File: src/rtl/pacman_control.sv
// Pac-Man movement controller: latches the latest key as a pending turn and steps one pixel per
// move tick, after checking the target cell against the maze map over a req/ack handshake.
module pacman_control #(
    parameter int unsigned  MOVE_DIV  = 2000000,
    parameter logic [7:0]   X_START   = 8'd80,
    parameter logic [6:0]   Y_START   = 7'd90,
    parameter logic [7:0]   X_MAX     = 8'd155,
    parameter logic [6:0]   Y_MAX     = 7'd115,
    parameter logic [24:0]  PAC_SHAPE = 25'b0111011110111001111001110
) (
    input  logic        clk,
    input  logic        reset,
    input  logic        key_up,
    input  logic        key_down,
    input  logic        key_left,
    input  logic        key_right,
    output logic        map_req,
    output logic [7:0]  map_x,
    output logic [6:0]  map_y,
    input  logic        map_ack,
    input  logic        map_wall,
    output logic [7:0]  x_out,
    output logic [6:0]  y_out,
    output logic [2:0]  dir_out,
    output logic [24:0] shape
);

    localparam logic [2:0] DirRight = 3'b000;
    localparam logic [2:0] DirLeft  = 3'b001;
    localparam logic [2:0] DirDown  = 3'b010;
    localparam logic [2:0] DirUp    = 3'b011;
    localparam logic [2:0] DirStop  = 3'b100;

    localparam int unsigned CW = (MOVE_DIV > 1) ? $clog2(MOVE_DIV) : 1;
    localparam logic [CW-1:0] CntLast = CW'(MOVE_DIV - 1);

    typedef enum logic [1:0] {StWait, StQPend, StQCur, StStep} state_e;

    state_e        state_q, state_d;
    logic [CW-1:0] cnt_q, cnt_d;
    logic [7:0]    x_q, x_d, mx_q, mx_d, tgt_x;
    logic [6:0]    y_q, y_d, my_q, my_d, tgt_y;
    logic [2:0]    dir_q, dir_d, pend_q, pend_d, qdir;
    logic          req_q, req_d, tgt_ok, tick;

    assign tick = (cnt_q == CntLast);
    assign cnt_d = tick ? '0 : cnt_q + 1'b1;

    // Q_PEND probes the pending turn; every other state works on the current heading.
    assign qdir = (state_q == StQPend) ? pend_q : dir_q;

    always_comb begin
        tgt_x  = x_q;
        tgt_y  = y_q;
        tgt_ok = 1'b1;
        case (qdir)
            DirRight: begin tgt_x = x_q + 8'd1; tgt_ok = (x_q < X_MAX);  end
            DirLeft:  begin tgt_x = x_q - 8'd1; tgt_ok = (x_q != 8'd0);  end
            DirDown:  begin tgt_y = y_q + 7'd1; tgt_ok = (y_q < Y_MAX);  end
            DirUp:    begin tgt_y = y_q - 7'd1; tgt_ok = (y_q != 7'd0);  end
            default:  tgt_ok = 1'b0;
        endcase
    end

    always_comb begin
        state_d = state_q;
        x_d     = x_q;
        y_d     = y_q;
        dir_d   = dir_q;
        pend_d  = pend_q;
        req_d   = req_q;
        mx_d    = mx_q;
        my_d    = my_q;

        case (state_q)
            StWait: begin
                if (tick) begin
                    if (pend_q != DirStop && pend_q != dir_q) state_d = StQPend;
                    else if (dir_q != DirStop)                state_d = StQCur;
                end
            end
            StQPend: begin
                if (!req_q) begin
                    if (!tgt_ok) begin
                        state_d = StQCur;
                    end else begin
                        req_d = 1'b1;
                        mx_d  = tgt_x;
                        my_d  = tgt_y;
                    end
                end else if (map_ack) begin
                    req_d = 1'b0;
                    if (!map_wall) begin
                        dir_d   = pend_q;
                        pend_d  = DirStop;
                        state_d = StStep;
                    end else begin
                        state_d = StQCur;
                    end
                end
            end
            StQCur: begin
                if (dir_q == DirStop) begin
                    state_d = StWait;
                end else if (!req_q) begin
                    if (!tgt_ok) begin
                        dir_d   = DirStop;
                        state_d = StWait;
                    end else begin
                        req_d = 1'b1;
                        mx_d  = tgt_x;
                        my_d  = tgt_y;
                    end
                end else if (map_ack) begin
                    req_d = 1'b0;
                    if (!map_wall) begin
                        state_d = StStep;
                    end else begin
                        dir_d   = DirStop;
                        state_d = StWait;
                    end
                end
            end
            StStep: begin
                x_d     = tgt_x;
                y_d     = tgt_y;
                state_d = StWait;
            end
            default: state_d = StWait;
        endcase

        // Placed last so a fresh key press beats the clear of a consumed turn.
        if (key_up)         pend_d = DirUp;
        else if (key_down)  pend_d = DirDown;
        else if (key_left)  pend_d = DirLeft;
        else if (key_right) pend_d = DirRight;
    end

    always_ff @(posedge clk) begin
        if (reset) begin
            state_q <= StWait;
            cnt_q   <= '0;
            x_q     <= X_START;
            y_q     <= Y_START;
            dir_q   <= DirStop;
            pend_q  <= DirStop;
            req_q   <= 1'b0;
            mx_q    <= 8'd0;
            my_q    <= 7'd0;
        end else begin
            state_q <= state_d;
            cnt_q   <= cnt_d;
            x_q     <= x_d;
            y_q     <= y_d;
            dir_q   <= dir_d;
            pend_q  <= pend_d;
            req_q   <= req_d;
            mx_q    <= mx_d;
            my_q    <= my_d;
        end
    end

    assign map_req = req_q;
    assign map_x   = mx_q;
    assign map_y   = my_q;
    assign x_out   = x_q;
    assign y_out   = y_q;
    assign dir_out = dir_q;
    assign shape   = PAC_SHAPE;

endmodule

File: config.mk
export PLATFORM = sky130hd
export DESIGN_NAME = pacman_control
export DESIGN_NICKNAME = d
export VERILOG_FILES = /design/src/rtl/pacman_control.sv
export SDC_FILE = /design/constraint.sdc
export NUM_CORES = 1
export LEC_CHECK = 0
export BUFFER_PORTS_ARGS = -buffer_cell sky130_fd_sc_hd__buf_2
export CAP_MARGIN = 40
export CORE_MARGIN = 2
export CORE_UTILIZATION = 40
export CTS_CLUSTER_SIZE = 20
export DETAILED_ROUTE_END_ITERATION = 7
export GPL_ROUTABILITY_DRIVEN = 0
export GPL_TIMING_DRIVEN = 0
export SLEW_MARGIN = 20
export SYNTH_ARGS = -nofsm -noshare
export SYNTH_HDL_FRONTEND = slang
export SYNTH_SLANG_ARGS = --single-unit
File: constraint.sdc
create_clock -name clk -period 6.6 [get_ports clk]
set_clock_uncertainty 0.1 [all_clocks]
set_input_delay 0.66 -clock clk [delete_from_list [all_inputs] [get_ports clk]]
set_output_delay 0.66 -clock clk [all_outputs]
set_load 0.02 [all_outputs]
==> impl_metrics.toml <==
[synth]
synth_top_area_share = 0.322
netlist_area_um2 = 3730
ys_seq_elements = 60
ys_warn_count = 0
synth_edf_count = 0
synth_cell_types = 65
async_flop_share = 0
syn_area_per_cell_um2 = 8.48
syn_inst = 440
synthTopCellsByArea = "dfxtp_1 (32%), nor2_1 (5.8%), ha_1 (5.4%)"
yosysSeqAreaShare = 0.322
yosysTopAreaCell = "dfxtp_1"
ys.flop_type = "dfxtp_1"

[cells_and_area]
drive_gt1_frac = 0.231
layout_common_cells = "dfxtp_1 (60), nor2_1 (58), buf_2 (42)"
fin_util = 0.474
syn_to_final_growth_pct = 16.4
layout.cells.most_common = "dfxtp_1"
fin_area_um2 = 4340
final_nets = 540
antenna_cells = 0

[clocking]
post_cts_resized = 0
path_clk_slew_ps = 80
cts_hold_buf = 0
htreeDepth = 3
cts_buffers = 9
cts_max_path_buffers = 2
insertion_delay_ps = 350
cts_setup_buffers = 0
cts_tree = "built"
cts_root_buf = "clkbuf_8"
cts_sinks = 60

[power]
max-vdd-ir-drop_uv = 165
power.density_nw_per_um2 = 252
leakage_nw = 1.78

[placement]
place_ws_ps = 3250
placed_area_um2 = 4160
port_buffers = 40
hpwl_um = 6520

[die]
die_w_um = 101
io_pins = 67
dieArea_um2 = 10100
die_height_um = 101
initial_utilization = 0.408
row_count = 35
core-area_um2 = 9150

[timing]
whs_ps = 376
rsz0062_at_grt = "no"
fin_setup_tns_ps = 0
fin_ws_ps = 3230
finalCritPeriodShare = 0.511
finalHoldViolCount = 0
max_freq_ghz = 0.297
finalSetupViolations = 0
worstMarginPinSlew_ps = 813
slew_violations = 0
relSlewSlack = 0.457
min_period_ps = 3370

[worst_setup_path]
endpoint_kind = "register"
r2r_cells = 12
cp_max_fo = 7
arrival_ps = 3480
crit_top_cell = "ha_1"
cp-start-kind = "register"
rrSetupSlack_ps = 3230
r2r_start = "state_q[1]"
worstSetupPathType = "register to register"
slowest_stage = "a32oi_1"
path_cells = "inv_1 > ha_1 > nor2b_2 > a32oi_1 > inv_2 > ha_1 > nor2b_1 > o31a_1 > or4_1 > nand3_1 > xor2_1 > a211oi_2"
critPathMaxStageDelay_ps = 440
required_ps = 6710
reg2reg_to = "map_y[6]"

[route]
drt-initial-drc-count = 184
finalWirelength_um = 8760
firstDrtPassIters = 5
post-route-drc-count = 0
viasPerCell = 5.12
ant_nets = 0
wl_per_cell_um = 13.9
vias = 3223

[hold_path]
min_to = "cnt_q[0]"
worstHoldPathType = "register to register"
holdPathStages = 1
min_from = "cnt_q[0]"

[grt]
gr-total-overflow = 0
first_global_vias = 3050
grt_max_degree = 13
grt_first_pass_wirelength_um = 14500
grt_usage = 0.179
antenna_found_initial = 0

[outcome]
outcome = "finished, final reports clean"

[job]
drv_cap = 0
-- registers in the layout, summed over array words and instances (netlist names) --
signal	count
state_q	2
dir_out	3
cnt_q	21
pend_q	3
map_y	7
x_out	8
map_x	8
y_out	7
map_req	1
-- logic make-up (layout without fill, tap and decap cells) --
kind of cell | after synthesis | in the layout | synth area share
DFF | 60 | 60 | 0.322
xor gates and xnor gates | 27 | 27 | 0.0634
other | 2 | 25 | 0.00201
buffers and inverters | 64 | 120 | 0.105
adders and majority gates | 18 | 18 | 0.0644
muxes | 15 | 15 | 0.0406
and+or+nand+nor | 159 | 159 | 0.218
AOI/OAI and AO/OA | 95 | 95 | 0.184
-- power breakdown --
part | leakage (nW) | internal (mW) | switching (mW) | total (mW)
Clock | 0.0811 | 0.148 | 0.158 | 0.306
Combinational | 1.21 | 0.152 | 0.231 | 0.383
Sequential | 0.486 | 0.385 | 0.0210 | 0.406
Total | 1.78 | 0.684 | 0.410 | 1.09
-- critical path, delay by kind of cell (launching register included) --
kind	cells	cell delay, ps
AO/OA/AOI/OAI	3	790
adder cells (fa/ha/maj)	2	600
XOR/XNOR	1	180
AND/OR/NAND/NOR	4	920
buffers and inverters	2	270
flip-flops	1	390
-- final cells by class --
type | count | area (µm²)
clock inverters | 6 | 47.5
repair buffers | 40 | 200
fillers | 902 | 4810
flip-flops and latches | 60 | 1200
plain buffers | 45 | 318
clock buffers | 10 | 138
multi-input cells | 339 | 2220
well taps | 111 | 139
inverters | 19 | 73.8
-- layer usage --
| metal | part of all wire | up-vias | GRT usage |
|---|---|---|---|
| li1 | - | 1647 | - |
| met1 | 0.46 | 1497 | 0.225 |
| met2 | 0.48 | 68 | 0.301 |
| met3 | 0.040 | 11 | 0.0430 |
| met4 | 0.016 | 0 | 0.0643 |
| met5 | 0 | - | 0 |
-- per-stage QoR --
stage / total power [mW] / instances
2_1_floorplan: 0.713 / 463
3_3_place_gp: 0.789 / 614
3_5_place_dp: 0.793 / 614
4_1_cts: 1.10 / 630
5_1_grt: 1.17 / 630
6_report: 1.09 / 630
-- how the worst max path moves through the flow --
stage                           from       end  slack (ps)  cells past startpoint
final                     state_q[1]  map_y[6]        3230                     12
after global routing      state_q[1]  y_out[6]        3010                     12
after CTS                 state_q[1]  map_y[6]        3220                     12
after detailed placement  state_q[1]  map_y[6]        3250                     12
after global placement    state_q[1]  map_y[6]        3240                     12
after floorplan           state_q[1]  map_y[6]        3720                     12
-- cell usage after synthesis, types with 2 or more instances --
cell / n
or3_1: 3
nor2_1: 58
o21a_1: 4
nand4_1: 6
nand3b_1: 2
and4_1: 2
o31ai_1: 3
a21boi_0: 2
a211oi_2: 9
nor2b_1: 6
o21ai_1: 2
a31oi_1: 3
and3_1: 4
ha_1: 16
nand2b_1: 5
a21o_1: 4
conb_1: 2
nor3_1: 9
a41o_1: 2
inv_2: 4
buf_6: 7
o31a_1: 3
a21oi_1: 22
nand3_1: 14
fa_1: 2
a211oi_1: 7
mux2i_1: 14
o211a_1: 2
nor4bb_1: 2
o21ai_0: 16
xnor2_1: 10
a22oi_1: 2
nor4b_2: 2
nor4_1: 3
buf_4: 25
nor2_2: 8
inv_1: 14
o211ai_1: 3
a32oi_1: 2
clkbuf_1: 11
xor2_1: 17
dfxtp_1: 60
buf_2: 2
nand2_1: 25
Power figures use the tool's default switching activity.
